**src/rtl/uart_rx_controller_if.sv**
```systemverilog
// Signal bundle between the UART Rx sequencer and its line/de-framer neighbours.
// The slave modport is the sequencer's view.
interface uart_rx_controller_if;
    logic        baud_tick;
    logic        rx;
    logic        parity_type;
    logic [10:0] data_parll;
    logic        recieved_flag;
    logic        busy;
    logic        parity_error;
    logic        stop_error;

    modport master (
        output baud_tick, rx, parity_type,
        input  data_parll, recieved_flag, busy, parity_error, stop_error
    );

    modport slave (
        input  baud_tick, rx, parity_type,
        output data_parll, recieved_flag, busy, parity_error, stop_error
    );
endinterface

```
**src/rtl/uart_rx_controller.sv**
```systemverilog
// UART Rx sequencer: synchronises rx, qualifies the start bit on oversampling ticks,
// samples each bit at mid-bit and presents the completed 11-bit frame with a strobe.
//   state | meaning
//   IDLE  | line idle, waiting for a low sample on a tick
//   START | counting to mid-start-bit to reject glitches
//   SHIFT | sampling 8 data bits and parity at mid-bit
//   STOP  | sampling stop bit, then completing the frame
module uart_rx_controller #(
    parameter int OVERSAMPLE = 16
) (
    input logic               clock,
    input logic               reset_n,
    uart_rx_controller_if.slave bus
);
    localparam int MID = OVERSAMPLE / 2;
    localparam int TW  = $clog2(OVERSAMPLE);
    localparam logic [TW-1:0] TICK_MID = TW'(MID - 1);
    localparam logic [TW-1:0] TICK_END = TW'(OVERSAMPLE - 1);

    typedef enum logic [1:0] {IDLE, START, SHIFT, STOP} state_t;

    state_t        state_q, state_d;
    logic [TW-1:0] tick_q, tick_d;
    logic [3:0]    bit_q, bit_d;
    logic [9:0]    shift_q, shift_d;
    logic [10:0]   data_q, data_d;
    logic          rcv_q, rcv_d;
    logic          busy_q, busy_d;
    logic          perr_q, perr_d;
    logic          serr_q, serr_d;
    logic          rx_meta_q, rx_s_q;
    logic [10:0]   frame;

    always_ff @(posedge clock) begin
        if (!reset_n) begin
            rx_meta_q <= 1'b1;
            rx_s_q    <= 1'b1;
            state_q   <= IDLE;
            tick_q    <= '0;
            bit_q     <= '0;
            shift_q   <= '0;
            data_q    <= 11'h7FF;
            rcv_q     <= 1'b0;
            busy_q    <= 1'b0;
            perr_q    <= 1'b0;
            serr_q    <= 1'b0;
        end else begin
            rx_meta_q <= bus.rx;
            rx_s_q    <= rx_meta_q;
            state_q   <= state_d;
            tick_q    <= tick_d;
            bit_q     <= bit_d;
            shift_q   <= shift_d;
            data_q    <= data_d;
            rcv_q     <= rcv_d;
            busy_q    <= busy_d;
            perr_q    <= perr_d;
            serr_q    <= serr_d;
        end
    end

    // The frame as it would look if the current sample were shifted in now.
    assign frame = {shift_q, rx_s_q};

    always_comb begin
        state_d = state_q;
        tick_d  = tick_q;
        bit_d   = bit_q;
        shift_d = shift_q;
        data_d  = data_q;
        rcv_d   = 1'b0;
        busy_d  = busy_q;
        perr_d  = perr_q;
        serr_d  = serr_q;

        unique case (state_q)
            IDLE: begin
                if (bus.baud_tick && !rx_s_q) begin
                    tick_d  = TW'(1);
                    state_d = START;
                end
            end
            START: begin
                if (bus.baud_tick) begin
                    if (tick_q == TICK_MID) begin
                        tick_d = '0;
                        if (!rx_s_q) begin
                            shift_d = {shift_q[8:0], 1'b0};
                            bit_d   = '0;
                            busy_d  = 1'b1;
                            state_d = SHIFT;
                        end else begin
                            state_d = IDLE;
                        end
                    end else begin
                        tick_d = tick_q + 1'b1;
                    end
                end
            end
            SHIFT: begin
                if (bus.baud_tick) begin
                    if (tick_q == TICK_END) begin
                        tick_d  = '0;
                        shift_d = frame[9:0];
                        bit_d   = bit_q + 1'b1;
                        if (bit_q == 4'd8) state_d = STOP;
                    end else begin
                        tick_d = tick_q + 1'b1;
                    end
                end
            end
            STOP: begin
                if (bus.baud_tick) begin
                    if (tick_q == TICK_END) begin
                        tick_d  = '0;
                        bit_d   = '0;
                        shift_d = frame[9:0];
                        data_d  = frame;
                        rcv_d   = 1'b1;
                        busy_d  = 1'b0;
                        perr_d  = (^frame[9:1]) != ~bus.parity_type;
                        serr_d  = ~frame[0];
                        state_d = IDLE;
                    end else begin
                        tick_d = tick_q + 1'b1;
                    end
                end
            end
            default: state_d = IDLE;
        endcase
    end

    assign bus.data_parll    = data_q;
    assign bus.recieved_flag = rcv_q;
    assign bus.busy          = busy_q;
    assign bus.parity_error  = perr_q;
    assign bus.stop_error    = serr_q;
endmodule

```
**src/flat_wrapper.sv**
```systemverilog
// flat-port wrapper written by rule: the top's interface ports become plain ports
module uart_rx_controller_flat 
#(
    parameter int OVERSAMPLE = 16
)
  (clock, reset_n, bus_baud_tick, bus_rx, bus_parity_type, bus_data_parll, bus_recieved_flag, bus_busy, bus_parity_error, bus_stop_error);
  uart_rx_controller_if bus_i ();
  input logic clock;
  input logic reset_n;
  input wire logic [$bits(bus_i.baud_tick)-1:0] bus_baud_tick;
  input wire logic [$bits(bus_i.rx)-1:0] bus_rx;
  input wire logic [$bits(bus_i.parity_type)-1:0] bus_parity_type;
  output wire logic [$bits(bus_i.data_parll)-1:0] bus_data_parll;
  output wire logic [$bits(bus_i.recieved_flag)-1:0] bus_recieved_flag;
  output wire logic [$bits(bus_i.busy)-1:0] bus_busy;
  output wire logic [$bits(bus_i.parity_error)-1:0] bus_parity_error;
  output wire logic [$bits(bus_i.stop_error)-1:0] bus_stop_error;
  assign bus_i.baud_tick = bus_baud_tick;
  assign bus_i.rx = bus_rx;
  assign bus_i.parity_type = bus_parity_type;
  assign bus_data_parll = bus_i.data_parll;
  assign bus_recieved_flag = bus_i.recieved_flag;
  assign bus_busy = bus_i.busy;
  assign bus_parity_error = bus_i.parity_error;
  assign bus_stop_error = bus_i.stop_error;
  uart_rx_controller #(.OVERSAMPLE(OVERSAMPLE)) u_core (.clock(clock), .reset_n(reset_n), .bus(bus_i));
endmodule
```
**config.mk**
```make
export PLATFORM = sky130hd
export DESIGN_NAME = uart_rx_controller_flat
export DESIGN_NICKNAME = d
export VERILOG_FILES = /design/src/rtl/uart_rx_controller_if.sv /design/src/rtl/uart_rx_controller.sv /design/src/flat_wrapper.sv
export SDC_FILE = /design/constraint.sdc
export NUM_CORES = 1
export LEC_CHECK = 0
export CORE_MARGIN = 2
export CORE_UTILIZATION = 35
export CTS_CLUSTER_DIAMETER = 150
export DETAILED_ROUTE_END_ITERATION = 8
export PLACE_DENSITY = 0.68
export SLEW_MARGIN = 10
export SYNTH_ARGS = -nofsm -noshare
export SYNTH_HDL_FRONTEND = slang
export SYNTH_SLANG_ARGS = --single-unit
```
**constraint.sdc**
```tcl
create_clock -name clock -period 1.7 [get_ports clock]
set_input_delay 0.255 -clock clock [delete_from_list [all_inputs] [get_ports clock]]
set_output_delay 0.255 -clock clock [all_outputs]
set_load 0.02 [all_outputs]
```
After elaboration in Yosys (flattened, before gate mapping)
Index checks and enable logic that the tools add are counted.
- eq/ne operators: 18
- mux-type cells: 37
- add/subtract/negate cells: 2
- bitwise gates (word level): 2
- reductions and logical operators: 15
- operators by type and width (kind ; count):
    10-bit two-way mux ; 5
    4-bit two-way mux ; 12
    4-bit case mux with 3 select lines ; 2
    10-bit case mux with 2 select lines ; 1
    2-bit two-way mux ; 9
    8-bit AND reduction ; 2
    2-bit by 1-bit != test with 1-bit output (second input constant) ; 7
    6-bit AND reduction ; 2
    3-bit AND reduction ; 3
    9-bit parity ; 1
    4-bit by 1-bit adder with 4-bit output (second input constant) ; 2
    4-bit equality test (second input constant) ; 2
    2-bit != test (second input constant) ; 4
    2-bit case mux with 4 select lines ; 1
    1-bit two-way mux ; 6
    2-bit equality test (second input constant) ; 2
    4-bit by 3-bit equality test with 1-bit output (second input constant) ; 1
    2-bit nonzero test ; 2
    3-bit nonzero test ; 1
    2-bit by 1-bit equality test with 1-bit output (second input constant) ; 1
    2-bit zero test ; 1
    1-bit NOT ; 2
    1-bit case mux with 2 select lines ; 1
    2-bit OR reduction ; 1
    3 further kinds ; 3
- bits of input ports: 5
- output and inout port bits: 15
- flip-flop bits (word level): 37
- word-level logic and storage cells: 85

Depth between registers and ports, before layout
- word-level depth: 5
- depth in mapped cells: 6
- gate-level depth less buffers: 6

Worst setup path after synthesis
Ideal clock, no wire load.
- kind: register -> register
- start point: register u_core.tick_q[3]
- end point: register u_core.bit_q[1]
- setup time: 0.129 ns
- arrival time: 1.522 ns
- buffers on the path: 2
- period minus slack after synthesis: 1.651 ns
- data required time: 1.571 ns
- setup slack: 0.049 ns
- stages on the path, launching flop included: 7
- cell sequence: dfxtp_1 buf_6 or4b_4 a21oi_4 buf_8 mux2i_1 nor2_1
- word-level cells in the longest chain between the ends: 3
- elaborated cells between the ends (all ways): 6
- those cells by class: eq/ne (5); reduce/logical (1)
- RTL lines (item ; RTL line ; text):
    start, declared ; uart_rx_controller.sv:23 ; logic [TW-1:0] tick_q, tick_d;
    start signal, assigned ; uart_rx_controller.sv:51 ; tick_q <= tick_d;
    4-bit equality test / 4-bit by 3-bit equality test with 1-bit output (equally long branches) ; uart_rx_controller.sv:102, uart_rx_controller.sv:114, uart_rx_controller.sv:85 ;
    2-bit by 1-bit != test with 1-bit output (no line) ; n/a ;
    8-bit AND reduction (no line) (*) ; n/a ;
    end signal, assigned ; uart_rx_controller.sv:52 ; bit_q <= bit_d;
    end, declared ; uart_rx_controller.sv:24 ; logic [3:0] bit_q, bit_d;
Mark *: on every way between the ends. The rest lies on a longest branch, timed or not.
A chain may end at the register's enable or synchronous reset.

Worst setup path in the final report
- start point: register u_core.tick_q[0]
- end point: register u_core.perr_q, in the netlist u_core.bus.parity_error
- word-level cells in the longest chain between the ends: 2
- RTL lines (item ; RTL line ; text):
    4-bit equality test ; uart_rx_controller.sv:114 ; if (tick_q == TICK_END) begin
    3-bit AND reduction (no line) ; n/a ;
    end signal, assigned ; uart_rx_controller.sv:57 ; perr_q <= perr_d;
    end, declared ; uart_rx_controller.sv:29 ; logic perr_q, perr_d;
Every way passes these cells.

==> metrics.md <==
| Metric | Value |
|---|---|
| Initial Util | `36.5%` |
| Die width | `71.4 um` |
| Iter 0 DRT Violations | `46` |
| Gp weighted congestion | `0.782` |
| GRT Total Usage | `13.0%` |
| Cell Count, Final, Fillers Out | `260` |
| #FFs+latches synth | `37` |
| Setup WS pre-CTS | `0.0358 ns` |
| Fin Setup TNS | `0 ns` |
| Min-Delay Path Class | `reg2reg` |
| Area occupied by multi-input gates | `769 um2` |
| Layout area overhead | `26.6%` |
| CP max stage cell | `dfxtp_1` |
| Arrival time worst endpoint | `1.80 ns` |
| Placed cell area | `1910 um2` |
| CTS max path bufs | `2` |
| Fin crit share | `93.7%` |
| CP required | `1.91 ns` |
| Count of buffers from port buffering | `19` |
| Cell count after synthesis | `177` |
| Filler cells | `433` |
| Share of the synthesized area in the top cell type | `46.7%` |
| Htree depth | `2` |
| EDFF count, synth | `0` |
| Synth unique cells | `36` |
| Wire per inst | `11.6 um` |
| Most frequent cell after synthesis | `dfxtp_1` |
| CP Buf/Inv Count | `0` |
| Vias | `1,251` |
| Hold-fix buffers, CTS | `0` |
| DP Wirelength | `2170 um` |
| Nets | `216` |
| Fin crit period | `1.59 ns` |
| Final antenna-violating net count | `0` |
| Drt total wl | `3010 um` |
| Lkg Pwr | `0.795 nW` |
| Final clock skew | `0.00651 ns` |
| Initial antenna violation count | `0` |
| Worst vdd ir | `0.359 mV` |
| Sequential fraction of the synthesis area | `46.7%` |
| Drt pass-1 iters | `4` |
| Slew headroom | `74.3%` |
| Finished Core Util | `46.1%` |
| Drt via density | `4.81` |
| Tot Pwr | `1.65 mW` |
| First-pass GRT wire length | `5330 um` |
| Hold Fails Final Rpt | `0` |
| Finished layout cell area | `2010 um2` |
| RSZ-0062 raised after global routing | `no` |
| Std cell rows | `24` |
| Minimum hold slack | `0.409 ns` |
| Max stage delay on crit path | `0.37 ns` |
| Largest net degree at the start of global routing | `19` |
| Die height | `71.4 um` |
| Synth Warn # | `0` |
| TritonCTS clock tree | `done` |
| Residual DRC | `0` |
| Clock sinks | `37` |
| Final worst-path setup slack | `0.107 ns` |
| Critical path type | `reg2reg` |
| GRT overflow | `0` |
| Reg area | `741 um2` |
| Number of diodes | `0` |
| Fraction of layout cells with a size suffix above 1 | `12.0%` |
| Worst-Skew Late Latency | `0.28 ns` |
| Critical Path End Type | `register` |
| Synth top cells by count | `dfxtp_1 (37), nand2_1 (27), nor2_1 (21), nand3_1 (16), mux2i_1 (12)` |
| Fin. max-slew vios | `0` |
| Startpoint Class | `register` |
| Core area | `4350 um2` |
| Ys flop type | `dfxtp_1` |
| Crit-path cells | `ha_1 > and3_1 > nand4_1 > or3_1 > o211ai_1` |
| Asr flop ratio synth | `0%` |
| Pwr Density | `819 nW/um2` |
| Crit-path max FO | `6` |
| I/O pin count | `20` |
| Status | `finished clean` |
| Area leader, netlist | `dfxtp_1` |
| Mean Syn Cell Area | `8.97 um2` |
| Vias in the first global route | `1,214` |
| CTS Buf Count | `5` |
| Maxcap violations | `0` |
| Post-Syn Area | `1590 um2` |
| Die area | `5090 um2` |
| Post-CTS setup buffers | `0` |
| Clk root buf | `clkbuf_8` |
| Finish-stage setup viols | `0` |
| Post-cts repair resize count | `0` |
| Worst slew pin tran | `0.381 ns` |
| Peak Freq | `0.628 GHz` |
| Clock-pin slew on the worst setup and hold paths | `0.07 ns` |
| Cell family with most CP delay | `simple AND/OR/NAND/NOR gates` |
| Post-Syn Nets | `185` |
| Post-placement cell count | `253` |
| Synth area leaders | `dfxtp_1 (47%), mux2i_1 (7.6%), nand2_1 (6.4%)` |
per-layer routing:
| layer | GRT usage [%] | vias to the layer above | part of all wire [%] |
|---|---|---|---|
| met1 | 16.9 | 577 | 50 |
| met5 | 0 | - | 0 |
| met2 | 20.7 | 15 | 46 |
| li1 | - | 654 | - |
| met3 | 3.38 | 5 | 2.9 |
| met4 | 5.03 | 0 | 1.6 |
state kept, by name, summed over array words and instances, names as in the netlist, 4 cells and up, named ones only:
| signal | cells |
|---|---|
| u_core.tick_q | 4 |
| u_core.bus.data_parll | 11 |
| u_core.shift_q | 10 |
| u_core.bit_q | 4 |
power breakdown:
group	switching [mW]	leakage, nW	internal (mW)	total, mW
Sequential	0.00227	0.299	0.871	0.873
Clock	0.290	0.0540	0.426	0.716
Combinational	0.0300	0.442	0.0265	0.0565
placed cells by master (no fill, tap or decap):
cell | synthesis | routed
clkinv_2 | 0 | 1
a21oi_4 | 1 | 1
buf_12 | 0 | 1
xnor2_1 | 9 | 9
nand2b_1 | 4 | 4
nor3_1 | 1 | 1
clkinv_1 | 1 | 1
a31oi_1 | 1 | 1
ha_1 | 3 | 3
o211ai_1 | 2 | 2
a211oi_1 | 2 | 2
nor3b_1 | 1 | 1
and3_1 | 1 | 1
a32oi_1 | 1 | 1
buf_4 | 0 | 13
xor2_1 | 1 | 1
bufinv_16 | 0 | 1
clkdlybuf4s50_1 | 0 | 19
a21oi_2 | 1 | 1
xnor3_1 | 1 | 1
and2_0 | 1 | 1
o21ai_0 | 5 | 5
or3_1 | 1 | 1
nor2_1 | 21 | 21
clkbuf_8 | 0 | 5
or4b_4 | 1 | 1
a21oi_1 | 5 | 5
a22oi_1 | 1 | 1
mux2i_1 | 12 | 12
dfxtp_1 | 37 | 37
or2_2 | 1 | 1
and4_1 | 1 | 1
nand4_1 | 3 | 3
nand3_1 | 16 | 16
nand2_1 | 27 | 27
inv_1 | 5 | 5
o211a_1 | 1 | 1
logic make-up after synthesis:
family                   count (synthesis)  synth area share (%)
AND/OR/NAND/NOR                         79                  22.9
XOR/XNOR                                11                  6.93
buffers and inverters                   15                  4.88
adder cells (fa/ha/maj)                  3                  2.36
flip-flops                              37                  46.7
multiplexers                            12                  7.57
AO/OA/AOI/OAI                           20                  8.67
final cells by class:
type / instances / area share (%)
Clock buffer: 5 / 3.42
Multi-Input combinational cell: 125 / 38.3
Inverter: 6 / 1.12
Sequential cell: 37 / 36.9
Timing Repair Buffer: 33 / 15.3
Tap cell: 52 / 3.24
Clock inverter: 2 / 1.74
path summary, 6_finish.rpt:
kind | start | endpoint | slack [ns] | cells after the start
worst max register to register | u_core.tick_q[0] | u_core.bus.parity_error | 0.11 | 5
worst max-delay path | u_core.tick_q[0] | u_core.bus.parity_error | 0.11 | 5
worst min-delay path | u_core.rx_meta_q | u_core.rx_s_q | 0.41 | 1
worst min register to register | u_core.rx_meta_q | u_core.rx_s_q | 0.41 | 1
Note: power is estimated with default switching activity, not from simulation.
